<file path="src/rtl/mc_ctrl_pkg.sv">
// Shared constants for the multi-cycle MIPS control unit: opcodes, state codes
// and datapath control encodings.
package mc_ctrl_pkg;

    localparam logic [5:0] OP_RTYPE = 6'b000000;
    localparam logic [5:0] OP_LW    = 6'b100011;
    localparam logic [5:0] OP_SW    = 6'b101011;
    localparam logic [5:0] OP_BEQ   = 6'b000100;
    localparam logic [5:0] OP_ADDI  = 6'b001000;
    localparam logic [5:0] OP_J     = 6'b000010;

    typedef enum logic [3:0] {
        S_FETCH  = 4'd0,
        S_DECODE = 4'd1,
        S_MEMADR = 4'd2,
        S_MEMRD  = 4'd3,
        S_MEMWB  = 4'd4,
        S_MEMWR  = 4'd5,
        S_EXEC   = 4'd6,
        S_RWB    = 4'd7,
        S_BRANCH = 4'd8,
        S_JUMP   = 4'd9,
        S_ADDIEX = 4'd10,
        S_ADDIWB = 4'd11
    } state_t;

    localparam logic [1:0] ALUOP_ADD   = 2'b00;
    localparam logic [1:0] ALUOP_SUB   = 2'b01;
    localparam logic [1:0] ALUOP_FUNCT = 2'b10;

    localparam logic [1:0] SRCB_B     = 2'b00;
    localparam logic [1:0] SRCB_FOUR  = 2'b01;
    localparam logic [1:0] SRCB_IMM   = 2'b10;
    localparam logic [1:0] SRCB_IMMSH = 2'b11;

    localparam logic [1:0] PCSRC_ALU    = 2'b00;
    localparam logic [1:0] PCSRC_ALUOUT = 2'b01;
    localparam logic [1:0] PCSRC_JUMP   = 2'b10;

    typedef struct packed {
        logic       pcWriteCond;
        logic       pcWrite;
        logic       iorD;
        logic       memRead;
        logic       memWrite;
        logic       memToReg;
        logic       irWrite;
        logic [1:0] pcSource;
        logic [1:0] aluOp;
        logic [1:0] aluSrcB;
        logic       aluSrcA;
        logic       regWrite;
        logic       regDst;
    } ctrl_t;

endpackage

</file>
<file path="src/rtl/mc_ctrl_decode.sv">
// Combinational state -> control-word decoder. Optional addi states are
// present only when MC_FSM_ADDI_EN is defined.
module mc_ctrl_decode
    import mc_ctrl_pkg::*;
(
    input  logic [3:0] i_state,
    output ctrl_t      o_ctrl
);

    // Every field not driven for a state stays 0; codes 12-15 decode to all zeros.
    always_comb begin
        o_ctrl = '0;
        case (i_state)
            S_FETCH: begin
                o_ctrl.memRead = 1'b1;
                o_ctrl.irWrite = 1'b1;
                o_ctrl.pcWrite = 1'b1;
                o_ctrl.aluSrcB = SRCB_FOUR;
            end
            S_DECODE: begin
                o_ctrl.aluSrcB = SRCB_IMMSH;
                o_ctrl.aluOp   = ALUOP_ADD;
            end
            S_MEMADR: begin
                o_ctrl.aluSrcA = 1'b1;
                o_ctrl.aluSrcB = SRCB_IMM;
            end
            S_MEMRD: begin
                o_ctrl.memRead = 1'b1;
                o_ctrl.iorD    = 1'b1;
            end
            S_MEMWB: begin
                o_ctrl.regWrite = 1'b1;
                o_ctrl.memToReg = 1'b1;
            end
            S_MEMWR: begin
                o_ctrl.memWrite = 1'b1;
                o_ctrl.iorD     = 1'b1;
            end
            S_EXEC: begin
                o_ctrl.aluSrcA = 1'b1;
                o_ctrl.aluSrcB = SRCB_B;
                o_ctrl.aluOp   = ALUOP_FUNCT;
            end
            S_RWB: begin
                o_ctrl.regWrite = 1'b1;
                o_ctrl.regDst   = 1'b1;
            end
            S_BRANCH: begin
                o_ctrl.aluSrcA     = 1'b1;
                o_ctrl.aluSrcB     = SRCB_B;
                o_ctrl.aluOp       = ALUOP_SUB;
                o_ctrl.pcWriteCond = 1'b1;
                o_ctrl.pcSource    = PCSRC_ALUOUT;
            end
            S_JUMP: begin
                o_ctrl.pcWrite  = 1'b1;
                o_ctrl.pcSource = PCSRC_JUMP;
            end
`ifdef MC_FSM_ADDI_EN
            S_ADDIEX: begin
                o_ctrl.aluSrcA = 1'b1;
                o_ctrl.aluSrcB = SRCB_IMM;
                o_ctrl.aluOp   = ALUOP_ADD;
            end
            S_ADDIWB: begin
                o_ctrl.regWrite = 1'b1;
            end
`endif
            default: o_ctrl = '0;
        endcase
    end

endmodule

</file>
<file path="src/rtl/mc_ctrl_fsm.sv">
// Multi-cycle MIPS main control FSM: state register, next-state logic and the
// control decoder. Define MC_FSM_ADDI_EN to add the addi execute/write-back states.
module mc_ctrl_fsm
    import mc_ctrl_pkg::*;
(
    input  logic       i_clk,
    input  logic       i_rst,
    input  logic [5:0] i_op,
    output logic [3:0] cur_state,
    output logic [3:0] next_state,
    output logic       PCWriteCond,
    output logic       PCWrite,
    output logic       IorD,
    output logic       MemRead,
    output logic       MemWrite,
    output logic       MemtoReg,
    output logic       IRWrite,
    output logic [1:0] PCSource,
    output logic [1:0] ALUOp,
    output logic [1:0] ALUSrcB,
    output logic       ALUSrcA,
    output logic       RegWrite,
    output logic       RegDst
);

    state_t r_state;
    state_t w_next;
    ctrl_t  w_ctrl;

    // The opcode only steers the sequence in DECODE and MEMADR.
    always_comb begin
        w_next = S_FETCH;
        case (r_state)
            S_FETCH: w_next = S_DECODE;
            S_DECODE: begin
                case (i_op)
                    OP_LW, OP_SW: w_next = S_MEMADR;
                    OP_RTYPE:     w_next = S_EXEC;
                    OP_BEQ:       w_next = S_BRANCH;
                    OP_J:         w_next = S_JUMP;
`ifdef MC_FSM_ADDI_EN
                    OP_ADDI:      w_next = S_ADDIEX;
`endif
                    default:      w_next = S_FETCH;
                endcase
            end
            S_MEMADR: begin
                case (i_op)
                    OP_LW:   w_next = S_MEMRD;
                    OP_SW:   w_next = S_MEMWR;
                    default: w_next = S_FETCH;
                endcase
            end
            S_MEMRD: w_next = S_MEMWB;
            S_EXEC:  w_next = S_RWB;
`ifdef MC_FSM_ADDI_EN
            S_ADDIEX: w_next = S_ADDIWB;
`endif
            default: w_next = S_FETCH;
        endcase
    end

    always_ff @(posedge i_clk or posedge i_rst) begin
        if (i_rst) begin
            r_state <= S_FETCH;
        end else begin
            r_state <= w_next;
        end
    end

    mc_ctrl_decode u_decode (
        .i_state (r_state),
        .o_ctrl  (w_ctrl)
    );

    assign cur_state   = r_state;
    assign next_state  = w_next;
    assign PCWriteCond = w_ctrl.pcWriteCond;
    assign PCWrite     = w_ctrl.pcWrite;
    assign IorD        = w_ctrl.iorD;
    assign MemRead     = w_ctrl.memRead;
    assign MemWrite    = w_ctrl.memWrite;
    assign MemtoReg    = w_ctrl.memToReg;
    assign IRWrite     = w_ctrl.irWrite;
    assign PCSource    = w_ctrl.pcSource;
    assign ALUOp       = w_ctrl.aluOp;
    assign ALUSrcB     = w_ctrl.aluSrcB;
    assign ALUSrcA     = w_ctrl.aluSrcA;
    assign RegWrite    = w_ctrl.regWrite;
    assign RegDst      = w_ctrl.regDst;

endmodule

</file>
<file path="config.mk">
export PLATFORM = sky130hd
export DESIGN_NAME = mc_ctrl_fsm
export DESIGN_NICKNAME = d
export VERILOG_FILES = /design/src/rtl/mc_ctrl_pkg.sv /design/src/rtl/mc_ctrl_decode.sv /design/src/rtl/mc_ctrl_fsm.sv
export SDC_FILE = /design/constraint.sdc
export NUM_CORES = 1
export LEC_CHECK = 0
export BUFFER_PORTS_ARGS = -buffer_cell sky130_fd_sc_hd__buf_2
export CORE_MARGIN = 1.5
export CORE_UTILIZATION = 36
export DETAILED_ROUTE_END_ITERATION = 10
export PLACE_DENSITY = 0.73
export SLEW_MARGIN = 20
export SYNTH_ARGS = -nofsm -noshare
export SYNTH_HDL_FRONTEND = slang
export SYNTH_SLANG_ARGS = --single-unit
</file>
<file path="constraint.sdc">
create_clock -name i_clk -period 1.26 [get_ports i_clk]
set_input_delay 0.252 -clock i_clk [delete_from_list [all_inputs] [get_ports i_clk]]
set_output_delay 0.252 -clock i_clk [all_outputs]
set_load 0.02 [all_outputs]
</file>
==> qor.csv, run 1 <==
metric;value;unit
worst-ep-kind;output port;
cts_inserted_buffers;3;
pin_count;32;
yosys_warnings;0;
rows;13;
error_line;[ERROR DPL-0033] detailed placement checks failed during check placement.;
lastStage;5_1_grt;
ys_seq_elements;4;
outcome;stopped before the end;
synth_cell_types;28;
grt_max_degree;10;
crit_endpoint;next_state[0];
gp_congestion;0.772;
syn-num-nets;62;
detailed_place_hpwl;1.27;mm
synth_edf_count;0;
io_buffers;31;
syn_area_per_cell;8.94;sq um
initial_core_util;38.1;%
dieHeight;39.6;um
synth-main-ff-cell;dfrtp_1;
ys_seq_area_share;20.7;%
htreeDepth;1;
clock-root-buffer;clkbuf_4;
antenna_found_initial;0;
dp.cells;118;
postSynthCellCount;54;
clk_path_buf_depth;2;
pre_cts_ws;-0.309;ns
ys_async_sr_fraction;100;%
clock_sinks;4;
syn-cell-area;483;sq um
fp.dieW;39.6;um
==> cell usage after synthesis, types with 2 or more instances <==
| cell type | n | share of area (%) |
|---|---|---|
| dfrtp_1 | 4 | 21 |
| xor2_1 | 2 | 3.6 |
| a21oi_1 | 2 | 2.1 |
| xnor2_1 | 2 | 3.6 |
| nor3_1 | 4 | 4.1 |
| buf_6 | 2 | 4.7 |
| or2_1 | 3 | 3.9 |
| buf_4 | 3 | 4.7 |
| inv_1 | 2 | 1.6 |
| and3_1 | 2 | 2.6 |
| nor4b_4 | 2 | 9.8 |
| nor4_1 | 2 | 2.6 |
| nand3_1 | 3 | 3.1 |
| nor2_1 | 3 | 2.3 |
| nand2b_1 | 5 | 6.5 |
==> through the flow <==
| step | area, sq um | hold slack (ns) | TNS (ns) |
|---|---|---|---|
| 2_1_floorplan | 637 | 0.0181 | -2.82 |
| 3_3_place_gp | 911 | 0.130 | -2.75 |
| 3_5_place_dp | 911 | 0.138 | -3.21 |
| 4_1_cts | 1140 | 0.425 | -7.81 |
==> kinds of logic after synthesis <==
| family | count (synthesis) | share of synthesized area (%) |
|---|---|---|
| compound gates | 5 | 8.29 |
| xor+xnor | 4 | 7.26 |
| flops | 4 | 20.7 |
| simple gates | 34 | 52.9 |
| buf+inv | 7 | 10.9 |
==> repair_timing <==
action / in CTS
endpoints found under the setup margin: 21
hold buffers: 1
setup buffers: 4
endpoints found under the hold margin: 4
gates resized for setup: 45
pin swaps: 7
==> run 2, diff against run 1 <==
Settings changed: CORE_AREA set to 2 2 63 65, CORE_MARGIN 1.5 to unset, CORE_UTILIZATION 36 to unset, DIE_AREA set to 0 0 65 67, PLACE_DENSITY 0.73 to unset, PLACE_DENSITY_LB_ADDON set to 0.15.
Clock period 1.26 ns to 1.6 ns, I/O delays scaled along.
==> qor.csv, run 2 <==
metric;value;unit;change
skew;0.00481;ns;
switchingPower;476;uW;
antenna_found_initial;0;;
worst-endpoint-required;1.28;ns;
synth_edf_count;0;;unchanged
synth_area_leaders;dfrtp_1 21%, nor4b_4 9.8%, nand2b_1 6.5%;;
layout_setup_ws;-0.238;ns;
clk_path_buf_depth;2;;unchanged
dp.cells;148;;+25%
hold_class;in2async;;
yosys_warnings;0;;unchanged
initial_core_util;13.4;%;-25 points
syn_area_per_cell;8.94;sq um;unchanged
synth_cell_types;28;;unchanged
design_area;0.00113;sq mm;
insertion_delay;0.22;ns;
outcome;finished, violations left;;
sw_frac_of_total;41.8;%;
io_buffers;31;;unchanged
fillers;386;;
drive_above_1_share;75.9;%;
intPower;663;uW;
synth_top_area_share;20.7;%;unchanged
start_kind;flop;;
ys_seq_elements;4;;unchanged
syn-num-nets;62;;unchanged
layout_commonest_cell;buf_4;;
dieHeight;67;um;+69%
path_class;reg2out;;
syn-cell-area;483;sq um;unchanged
rows;22;;+9
cp.arrival;1.52;ns;
grt_overflow;0;;
cap_violations;0;;
ys_async_sr_fraction;100;%;unchanged
htreeDepth;1;;unchanged
pwr-share-comb;69.1;%;
coreArea;0.00361;sq mm;
violations;setup timing;;
fin_crit_sh;115;%;
cts_inserted_buffers;3;;unchanged
post_dp_cell_area;856;sq um;-6.0%
wl_per_cell;10.4;um;
ant_nets;0;;
drt_first_pass_iters;3;;
wirelength;1.62;mm;
grt_pass1_vias;604;;
die-area;0.00436;sq mm;
pin_count;32;;unchanged
gp_congestion;0.611;;-21%
detailed_place_hpwl;1.25;mm;-1.5%
fp.dieW;65;um;+64%
final_cell_mix;28 x buf_4, 14 x buf_6, 12 x buf_2;;
drt_iter0_drc;28;;
slew_headroom;77.8;%;
hold_viol_final;0;;
vias_per_cell;3.81;;
fmax;0.544;GHz;
ys_seq_area_share;20.7;%;unchanged
drc_errors;0;;
yosys.area.top_type;dfrtp_1;;
cp-end-kind;output pin;;
rsz0062_at_grt;yes;;
power_density;1010;mW/mm^2;
slew_viol_final;0;;
setup_violations;17;;
synthTopCellsByCount;5 x nand2b_1, 4 x dfrtp_1, 4 x nor3_1;;
finalPower;1140;uW;
fin_crit;1.84;ns;
grt_pass1_wl;2.65;mm;
synth-main-ff-cell;dfrtp_1;;
vias;595;;
p_seq_share;11.9;%;
layoutNonFillerInstCount;156;;
clkPwrFrac;19.0;%;
tritoncts;yes;;
worstMarginPinSlew;0.331;ns;
setup.worst_path.start;cur_state[1]$_DFF_PP0_;;
yosysMostFrequentCell;nand2b_1;;
grt_max_degree;12;;
clock-root-buffer;clkbuf_8;;
critical_path.max_fanout;4;;
clock_sinks;4;;unchanged
synthToLayoutAreaGrowth;134;%;
layout.nets;118;;
power_leakage;0.000518;uW;
r2r-start;cur_state[1]$_DFF_PP0_;;
grt_use_total;8.13;%;
pre_cts_ws;-0.109;ns;+0.199 ns
antenna_cells;0;;
postSynthCellCount;54;;unchanged
path_clk_slew;0.03;ns;
largest_reg_flops;4;;
irDropWorstVdd;301;uV;
-- run 2: cell counts after synthesis --
No cell type changed its count.
-- run 2: through the flow --
stage               hold WS [ns]  setup TNS, ns  util (%)
global route               0.541          -3.32      31.3
finish                     0.525          -1.95      31.3
CTS                        0.514          -2.32      29.0
floorplan                 0.0859         -0.221         -
global placement           0.203         -0.231      23.7
detailed placement         0.201         -0.251      23.7
-- run 2: logic make-up (layout without fill, tap and decap cells) --
kind of cell	after synthesis	count (layout)	share of synthesized area [%]
compound gates	5	5	8.29
xor+xnor	4	4	7.26
buf+inv	7	61	10.9
simple gates	34	34	52.9
flops	4	4	20.7
-- run 2: timing repair --
action,4_1_cts,5_1_grt
hold endpoints to repair,4,0
buffers inserted,3,1
resized for setup,32,18
pin swaps,4,1
hold buffers,1,0
setup endpoints to repair,19,20
-- run 2: cell type report --
class	count	area, sq um	area share, %
Clock buffer	3	41.3	3.65
Multi-Input combinational cell	43	460	40.8
Sequential cell	4	103	9.08
Timing Repair Buffer	56	458	40.5
Inverter	2	7.51	0.664
Tap cell	48	60.1	5.32
-- run 2: final timing paths --
kind	endpoint	depth (start not counted)	slack, ns
max in group asynchronous	cur_state[2]$_DFF_PP0_	3	0.91
worst min register to register	cur_state[2]$_DFF_PP0_	3	0.66
worst max-delay path	next_state[0]	4	-0.24
worst min-delay path	cur_state[0]$_DFF_PP0_	3	0.53
worst max register to register	cur_state[3]$_DFF_PP0_	4	0.30
min in group i_clk	cur_state[2]$_DFF_PP0_	5	0.56
-- run 2: metal layers --
layer  track usage [%]  routed length [um]  vias to the layer above  share of wire [%]
met4              5.59                  21                        0                1.3
met2              12.9                 776                       28                 48
met5                 0                   0                        -                  0
li1                  -                   -                      299                  -
met3              1.52                 106                        2                6.5
met1              9.90                 719                      266                 44
-- run 2: critical path, cell delays in order (launching register included) --
cell and delay (ns):
dfrtp_1 0.40, nor4b_4 0.39, nand4b_1 0.21, o41ai_4 0.10, buf_4 0.20
-- run 2: power by group through the flow --
| stage | sequential [uW] | combinational [uW] | clock, uW |
|---|---|---|---|
| after floorplan | 165 | 396 | 0 |
| after global placement | 134 | 616 | 0 |
| after detailed placement | 134 | 617 | 0 |
| after CTS | 135 | 733 | 222 |
| after global routing | 138 | 831 | 238 |
| final | 135 | 788 | 217 |
Note: power is estimated with default switching activity, not from simulation.
